--- src/rtl/sdram_arbiter.sv ---
// sdram_arbiter
// Two-port (CPU / DMA) arbiter in front of a single-transaction SDRAM adapter.
// One transaction is in flight at a time. The CPU normally wins arbitration,
// but a waiting DMA request is guaranteed a grant after STARVE_LIMIT
// back-to-back CPU grants. Request inputs are only looked at in IDLE, so a
// requester may drop its request mid-transaction without aborting it.
module sdram_arbiter #(
   parameter int ADDR_WIDTH   = 25,
   parameter int STARVE_LIMIT = 4
) (
   input  logic                  i_clk,
   input  logic                  i_rst_n,

   input  logic                  i_cpu_req,
   input  logic                  i_cpu_rwb,
   input  logic [ADDR_WIDTH-1:0] i_cpu_addr,
   input  logic [7:0]            i_cpu_data,
   output logic [7:0]            o_cpu_data,
   output logic                  o_cpu_done,

   input  logic                  i_dma_req,
   input  logic                  i_dma_rwb,
   input  logic [ADDR_WIDTH-1:0] i_dma_addr,
   input  logic [7:0]            i_dma_data,
   output logic [7:0]            o_dma_data,
   output logic                  o_dma_done,

   output logic                  o_sdr_req,
   output logic                  o_sdr_rwb,
   output logic [ADDR_WIDTH-1:0] o_sdr_addr,
   output logic [7:0]            o_sdr_data,
   input  logic [7:0]            i_sdr_data,
   input  logic                  i_sdr_ack,

   output logic                  o_owner
);

   // Counter wide enough to hold the value STARVE_LIMIT itself.
   localparam int CNT_W = (STARVE_LIMIT < 1) ? 1 : $clog2(STARVE_LIMIT + 1);
   localparam logic [CNT_W-1:0] LIMIT = CNT_W'(STARVE_LIMIT);

   typedef enum logic [1:0] {
      IDLE = 2'd0,
      BUSY = 2'd1,
      DONE = 2'd2
   } state_t;

   state_t                state,      state_nxt;
   logic                  owner,      owner_nxt;
   logic                  rwb,        rwb_nxt;
   logic [ADDR_WIDTH-1:0] addr,       addr_nxt;
   logic [7:0]            wdata,      wdata_nxt;
   logic [7:0]            cpu_rdata,  cpu_rdata_nxt;
   logic [7:0]            dma_rdata,  dma_rdata_nxt;
   logic [CNT_W-1:0]      starve,     starve_nxt;

   // Arbitration, transaction latching and read-data capture.
   always_comb begin
      state_nxt     = state;
      owner_nxt     = owner;
      rwb_nxt       = rwb;
      addr_nxt      = addr;
      wdata_nxt     = wdata;
      cpu_rdata_nxt = cpu_rdata;
      dma_rdata_nxt = dma_rdata;
      starve_nxt    = starve;

      case (state)
         IDLE: begin
            if (i_cpu_req || i_dma_req) begin
               state_nxt = BUSY;
               if (i_dma_req && ((starve == LIMIT) || !i_cpu_req)) begin
                  owner_nxt  = 1'b1;
                  rwb_nxt    = i_dma_rwb;
                  addr_nxt   = i_dma_addr;
                  wdata_nxt  = i_dma_data;
                  starve_nxt = '0;
               end else begin
                  owner_nxt = 1'b0;
                  rwb_nxt   = i_cpu_rwb;
                  addr_nxt  = i_cpu_addr;
                  wdata_nxt = i_cpu_data;
                  if (!i_dma_req) begin
                     starve_nxt = '0;
                  end else if (starve != LIMIT) begin
                     starve_nxt = starve + CNT_W'(1);
                  end
               end
            end
         end
         BUSY: begin
            if (i_sdr_ack) begin
               state_nxt = DONE;
               if (rwb) begin
                  if (owner) begin
                     dma_rdata_nxt = i_sdr_data;
                  end else begin
                     cpu_rdata_nxt = i_sdr_data;
                  end
               end
            end
         end
         DONE: begin
            state_nxt = IDLE;
         end
         default: begin
            state_nxt = IDLE;
         end
      endcase
   end

   // State and datapath registers with synchronous active-low reset.
   always_ff @(posedge i_clk) begin
      if (!i_rst_n) begin
         state     <= IDLE;
         owner     <= 1'b0;
         rwb       <= 1'b0;
         addr      <= '0;
         wdata     <= '0;
         cpu_rdata <= '0;
         dma_rdata <= '0;
         starve    <= '0;
      end else begin
         state     <= state_nxt;
         owner     <= owner_nxt;
         rwb       <= rwb_nxt;
         addr      <= addr_nxt;
         wdata     <= wdata_nxt;
         cpu_rdata <= cpu_rdata_nxt;
         dma_rdata <= dma_rdata_nxt;
         starve    <= starve_nxt;
      end
   end

   assign o_sdr_req  = (state == BUSY);
   assign o_sdr_rwb  = rwb;
   assign o_sdr_addr = addr;
   assign o_sdr_data = wdata;
   assign o_owner    = owner;
   assign o_cpu_data = cpu_rdata;
   assign o_dma_data = dma_rdata;
   assign o_cpu_done = (state == DONE) && !owner;
   assign o_dma_done = (state == DONE) &&  owner;

endmodule

--- config.mk ---
export PLATFORM = sky130hd
export DESIGN_NAME = sdram_arbiter
export DESIGN_NICKNAME = d
export VERILOG_FILES = /design/src/rtl/sdram_arbiter.sv
export SDC_FILE = /design/constraint.sdc
export NUM_CORES = 1
export LEC_CHECK = 0
export BUFFER_PORTS_ARGS = -buffer_cell sky130_fd_sc_hd__buf_4
export CORE_MARGIN = 2
export CORE_UTILIZATION = 50
export CTS_BUF_LIST = sky130_fd_sc_hd__clkbuf_8
export CTS_CLUSTER_DIAMETER = 40
export CTS_CLUSTER_SIZE = 20
export DETAILED_ROUTE_END_ITERATION = 10
export HOLD_SLACK_MARGIN = 0.15
export PLACE_DENSITY_LB_ADDON = 0.15
export SYNTH_ARGS = -nofsm -noshare
export SYNTH_HDL_FRONTEND = slang
export SYNTH_SLANG_ARGS = --single-unit
--- constraint.sdc ---
create_clock -name i_clk -period 4.3 [get_ports i_clk]
set_clock_uncertainty 0.1 [all_clocks]
set_input_delay 0.43 -clock i_clk [delete_from_list [all_inputs] [get_ports i_clk]]
set_output_delay 0.43 -clock i_clk [all_outputs]
set_load 0.005 [all_outputs]
==> flow_summary.toml, run 1 <==
[job]
maxCapViolCount = 0

[synth]
synth-edff-count = 0
syn_area_um2 = 2850
synth-async-reset-ratio_pct = 0
ys.warnings.count = 0
synth_sequential_area_ratio_pct = 39.3
yosys.cell_types.count = 30
synth_top_flop_cell = "sky130_fd_sc_hd__dfxtp_1"
syn_area_per_cell_um2 = 9.14
post_synth_inst_count = 312
synth_fp_nets = 395
synth_seq_cells = 56

[drt]
drc_errors = 0
route.vias.total = 2857
dr.first_iter.drc_count = 173
drt.antenna.violating_nets = 0
wire_per_inst_um = 15.7
first_pass_iters = 5
vias_per_cell = 5.83
routed_wl_mm = 7.67

[global_route]
antenna_found_initial = 0
grt_max_degree = 76
grt.overflow.total = 0
met1_track_demand_over_resource_pct = 29.4
grt-busiest-layer = "met2"
grt_use_met2_pct = 40.5
grt_first_pass_wirelength_mm = 12.2
grt_pass1_vias = 2732
use_met3_pct = 5.54
globalRouteTotalUtil_pct = 23.7

[power]
power.share.switching_pct = 28.2
p_comb_share_pct = 24.9
reg_power_share_pct = 49.8
switching_power_uw = 332
clkPwrFrac_pct = 25.3
power_density_nw_per_um2 = 305
vdd_drop_max_v = 0.000209
cell_internal_pwr_uw = 844
total_leakage_power_nw = 1.85

[floorplanning]
dieArea_um2 = 6320
ioPinCount = 135
floorplan.rows = 27
initial_utilization_pct = 51.8
core_um2 = 5510
chipHeight_um = 79.5
die_w_um = 79.5

[placed_design]
gpl.final_weighted_congestion = 0.767
detailedPlacementHpwl_mm = 5.03
portBuffers = 134
placed_cells = 482
post-place-ws_ns = 2.24

[clock_tree]
htree_levels = 2
post_cts_resized = 0
clk_root_buffer_cell = "sky130_fd_sc_hd__clkbuf_8"
cts.path.max_buffers = 2
tritoncts_buffers = 5
post_cts_buffers = 0
cts_hold_buf = 0
worst_setup_hold_path_clk_slew_ns = 0.11
tritoncts_clock_tree = "yes"
clock-sinks = 56
insertion_delay_ns = 0.32

[min_path]
worst_hold_path_type = "in -> reg"

[setup_path]
critical_path.max_fanout = 20
required_ns = 3.77
worstSetupEndpointType = "output port"
crit_type = "reg -> out"
critical_path.startpoint_type = "flip-flop"
timing.critical_path.arrival_ns = 1.92

[cells_and_area]
layout-drive-gt1-share_pct = 35.4
final_cells = 490
fill_cells = 473
area_growth_pct = 35.3
final_core_utilization_pct = 70.0
nets = 500
antenna_diode_count = 0

[timing]
setup_repair_after_global_routing_missed_its_margin = "false"
maxClockFrequency_mhz = 409
timing.final.ws_setup_ns = 1.85
report.final.setup_viol = 0
fin_crit_sh_pct = 56.9
summed_negative_setup_slack_over_all_endpoints_ns = 0
max_slew.worst_pin.slew_ns = 0.747
worst_slew_margin_rel_pct = 50.2
timing.final.hold_violations = 0
hold_slack_ns = 0.253
fin_crit_ns = 2.45
slew_limit_fails = 0

[run_status]
outcome = "completed"
## Yosys cell counts, types with 2 or more instances
| cell | number | area, µm² |
|---|---|---|
| sky130_fd_sc_hd__a21boi_0 | 24 | 180 |
| sky130_fd_sc_hd__a21boi_1 | 10 | 75.1 |
| sky130_fd_sc_hd__a21oi_1 | 21 | 105 |
| sky130_fd_sc_hd__and3_1 | 35 | 219 |
| sky130_fd_sc_hd__buf_2 | 8 | 40.0 |
| sky130_fd_sc_hd__buf_6 | 6 | 67.6 |
| sky130_fd_sc_hd__clkbuf_1 | 21 | 78.8 |
| sky130_fd_sc_hd__dfxtp_1 | 56 | 1120 |
| sky130_fd_sc_hd__ha_1 | 2 | 25.0 |
| sky130_fd_sc_hd__inv_1 | 4 | 15.0 |
| sky130_fd_sc_hd__nand3_1 | 17 | 85.1 |
| sky130_fd_sc_hd__nand4_1 | 3 | 18.8 |
| sky130_fd_sc_hd__nor2_1 | 2 | 7.51 |
| sky130_fd_sc_hd__nor2b_1 | 2 | 12.5 |
| sky130_fd_sc_hd__nor3b_1 | 2 | 15.0 |
| sky130_fd_sc_hd__o21ai_0 | 19 | 95.1 |
| sky130_fd_sc_hd__o21bai_1 | 34 | 255 |
| sky130_fd_sc_hd__o311a_1 | 34 | 340 |
## flip-flops by register name (all words and copies together), names as in the netlist
name / cells
o_dma_data: 8
starve: 3
o_cpu_data: 8
o_sdr_data: 8
o_sdr_addr: 25
o_owner: 1
state: 2
o_sdr_rwb: 1
## path summary, 6_finish.rpt
check,startpoint,to,slack [ns],depth (start not counted)
worst min-delay path,i_sdr_ack,state[1],0.25,2
worst min register to register,o_dma_data[6],o_dma_data[6],0.39,2
worst max register to register,starve[0],o_sdr_data[1],2.33,5
worst max-delay path,o_owner,o_dma_done,1.85,3
## worst max-delay path, stage by stage, from the launching register on
cell and delay, ns:
sky130_fd_sc_hd__dfxtp_1 0.72, sky130_fd_sc_hd__inv_1 0.39, sky130_fd_sc_hd__nor3b_1 0.33, sky130_fd_sc_hd__buf_4 0.16
## per-stage QoR
step	total power, mW	cell area [µm²]
final	1.18	3860
after floorplan	0.753	2850
after CTS	1.18	3860
after global routing	1.23	3860
after detailed placement	0.891	3760
after global placement	0.886	3760
## power by group through the flow
stage               clock network, mW  logic [mW]  registers [mW]
floorplan                           0       0.159           0.594
global placement                    0       0.289           0.597
detailed placement                  0       0.294           0.597
CTS                             0.304       0.295           0.586
global route                    0.321       0.321           0.591
finish                          0.298       0.293           0.585
## logic make-up after synthesis
family / Yosys count / synth area share, %
AOI/OAI and AO/OA: 146 / 38.1
and+or+nand+nor: 66 / 14.0
DFF: 56 / 39.3
buffers and inverters: 42 / 7.64
adders and majority gates: 2 / 0.878
## layer usage
metal  vias to the layer above  wire [µm]  share of wire [%]
met1                      1351       3210                 42
met3                        11        561                7.3
met2                       103       3790                 49
met4                         0        103                1.3
li1                       1392          -                  -
met5                         -          0                  0
## cell type report
cell class                 count  area, µm²  share of cell area [%]
sequential                    56       1120                    29.1
tap                           72       90.1                    2.34
multi-input combinational    214       1520                    39.4
clock inverter                 3       22.5                   0.584
inverter                       4       15.0                   0.389
timing repair buffer         136       1020                    26.5
clock buffer                   5       68.8                    1.78
## cells in the final DEF (no fill, tap or decap), types with 2 or more instances in the layout
master,Yosys,layout
sky130_fd_sc_hd__o311a_1,34,34
sky130_fd_sc_hd__nor3b_1,2,2
sky130_fd_sc_hd__a21boi_0,24,24
sky130_fd_sc_hd__buf_4,1,136
sky130_fd_sc_hd__clkbuf_8,0,5
sky130_fd_sc_hd__a21oi_1,21,21
sky130_fd_sc_hd__nand4_1,3,3
sky130_fd_sc_hd__dfxtp_1,56,56
sky130_fd_sc_hd__and3_1,35,35
sky130_fd_sc_hd__o21bai_1,34,34
sky130_fd_sc_hd__o21ai_0,19,19
sky130_fd_sc_hd__nor2b_1,2,2
sky130_fd_sc_hd__nand3_1,17,17
sky130_fd_sc_hd__a21boi_1,10,10
sky130_fd_sc_hd__inv_1,4,4
sky130_fd_sc_hd__ha_1,2,2
(Power assumes the default switching activity.)
==> run 2, diff against run 1 <==
--- a/config.mk
+++ b/config.mk
@@ -7,7 +7,7 @@
 export LEC_CHECK = 0
 export BUFFER_PORTS_ARGS = -buffer_cell sky130_fd_sc_hd__buf_4
 export CORE_MARGIN = 2
-export CORE_UTILIZATION = 50
+export CORE_UTILIZATION = 43
 export CTS_BUF_LIST = sky130_fd_sc_hd__clkbuf_8
 export CTS_CLUSTER_DIAMETER = 40
 export CTS_CLUSTER_SIZE = 20
==> constraint.sdc (replaced) <==
create_clock -name i_clk -period 2.1 [get_ports i_clk]
set_clock_uncertainty 0.1 [all_clocks]
set_input_delay 0.21 -clock i_clk [delete_from_list [all_inputs] [get_ports i_clk]]
set_output_delay 0.21 -clock i_clk [all_outputs]
set_load 0.005 [all_outputs]
==> run 2 against run 1 <==
  * Wire length grew 12%
  * Sequential share of layout area is 1.4 points lower
  * Register-to-register slack worse by 2.1 ns
  * Critical path depth increased by 2
  * First-iteration DRC count decreased by 36%
==> flow_summary.toml, run 2 (synthesis gave the netlist of run 1 again) <==
[run_status]
outcome = "completed"

[clock_tree]
tritoncts_clock_tree = "yes"
tritoncts_buffers = 5
htree_levels = 2
insertion_delay_ns = 0.31
clock-sinks = 56
cts.path.max_buffers = 2
worst_setup_hold_path_clk_slew_ns = 0.10
post_cts_buffers = 0
post_cts_resized = 0
clk_root_buffer_cell = "sky130_fd_sc_hd__clkbuf_8"

[drt]
vias_per_cell = 5.80
route.vias.total = 2988
wire_per_inst_um = 16.7
first_pass_iters = 4
drc_errors = 0
drt.antenna.violating_nets = 0
routed_wl_mm = 8.59
dr.first_iter.drc_count = 111

[global_route]
grt_max_degree = 70
antenna_found_initial = 0
grt_pass1_vias = 2829
grt.overflow.total = 0
globalRouteTotalUtil_pct = 22.1
grt_first_pass_wirelength_mm = 13.3

[job]
maxCapViolCount = 0

[cells_and_area]
final_cell_area_um2 = 4050
area_growth_pct = 42.1
nets = 520
final_common_cell = "sky130_fd_sc_hd__buf_4"
antenna_diode_count = 0
largest_register_ffs = 25
layout-drive-gt1-share_pct = 35.4
most-common-layout-cells = "sky130_fd_sc_hd__buf_4, sky130_fd_sc_hd__dfxtp_1, sky130_fd_sc_hd__and3_1"

[power]
cell_internal_pwr_mw = 1.75
vdd_drop_max_v = 0.000323
power.share.switching_pct = 28.7
p_comb_share_pct = 26.4
switching_power_uw = 707
clkPwrFrac_pct = 25.1
reg_power_share_pct = 48.5
total_leakage_power_nw = 1.93
power_density_nw_per_um2 = 607

[floorplanning]
ioPinCount = 135
die_w_um = 85.4
initial_utilization_pct = 44.6
dieArea_um2 = 7300
chipHeight_um = 85.4
core_um2 = 6390
floorplan.rows = 29

[min_path]
hold_depth = 3
worst_hold_path_type = "in -> reg"

[timing]
report.final.setup_viol = 0
maxClockFrequency_mhz = 528
fin_crit_ns = 1.89
worst_slew_margin_rel_pct = 47.5
summed_negative_setup_slack_over_all_endpoints_ns = 0
fin_crit_sh_pct = 90.2
max_slew.worst_pin.slew_ns = 0.787
timing.final.hold_violations = 0
slew_limit_fails = 0
setup_repair_after_global_routing_missed_its_margin = "false"

[placed_design]
placedInstanceArea_um2 = 3820
portBuffers = 134
detailedPlacementHpwl_mm = 5.37
gpl.final_weighted_congestion = 0.801

[setup_path]
worst_r2r_path_depth = 5
worstSetupEndpointType = "flip-flop"
max_stage_delay_ns = 0.44
worstPathBufferInverterCount = 1
required_ns = 2.20
cp.depth = 5
critical_path.startpoint_type = "flip-flop"
crit_type = "reg -> reg"
cp_cell_sequence = "inv_1, ha_1, a21bo_2, and3_1, o311a_1"
slowest_stage = "sky130_fd_sc_hd__a21bo_2"
cp_top_family = "compound AO/OA/AOI/OAI gates"
critical_path.max_fanout = 34
timing.critical_path.arrival_ns = 2.00
[run 2: cell count changes in the layout (fill, tap and decap cells not counted), sizes merged]
cell / previous run / this run
dlygate4sd3: 0 / 13
buf: 136 / 142
clkinvlp: 0 / 2
a21bo: 1 / 2
clkinv: 2 / 1
inv: 5 / 4
[run 2: final timing paths]
path	from	to	slack, ns
max	starve[0]	o_sdr_addr[8]	0.21
min	i_dma_data[1]	o_sdr_data[1]	0.16
max reg2reg	starve[0]	o_sdr_addr[8]	0.21
min reg2reg	o_dma_data[2]	o_dma_data[2]	0.38
[run 2: power groups by stage]
stage	combinational, mW	sequential, mW	clock [mW]
after floorplan	0.326	1.22	0
after global placement	0.615	1.21	0
after detailed placement	0.625	1.22	0
after CTS	0.644	1.19	0.634
after global routing	0.704	1.20	0.675
final	0.649	1.19	0.618
[run 2: metal layers]
metal	vias up	track usage, %	part of all wire (%)
met4	0	5.48	0.77
met2	100	37.1	49
met3	6	5.35	6.0
li1	1442	-	-
met1	1440	28.7	44
met5	-	0	0
[run 2: worst min-delay path: cells and delay by family]
kind / cells / cell delay, ns
buffers and inverters: 1 / 0.07
AOI/OAI and AO/OA: 1 / 0.13
and+or+nand+nor: 1 / 0.14
[run 2: metrics by stage]
step                setup slack [ns]  hold slack [ns]  util [%]  std cells  power, mW
floorplan                      0.481            0.256         -        312       1.54
global placement               0.232            0.360      59.8        493       1.83
detailed placement             0.176            0.363      59.8        493       1.84
CTS                            0.145            0.154      63.1        513       2.47
global route                   0.110            0.159      63.4        515       2.58
finish                         0.206            0.165      63.4        515       2.46
[run 2: cell type report]
type                       count  area, µm²
clock buffer                   5       68.8
clock inverter                 3       23.8
fill                         586       2340
inverter                       4       15.0
multi-input combinational    215       1530
sequential                    56       1120
tap                           77       96.3
timing repair buffer         155       1200
[run 2: repair_timing]
action                                  in CTS  in global routing
hold endpoints to repair                    32                  1
hold buffers                                12                  1
endpoints found under the setup margin       0                  5
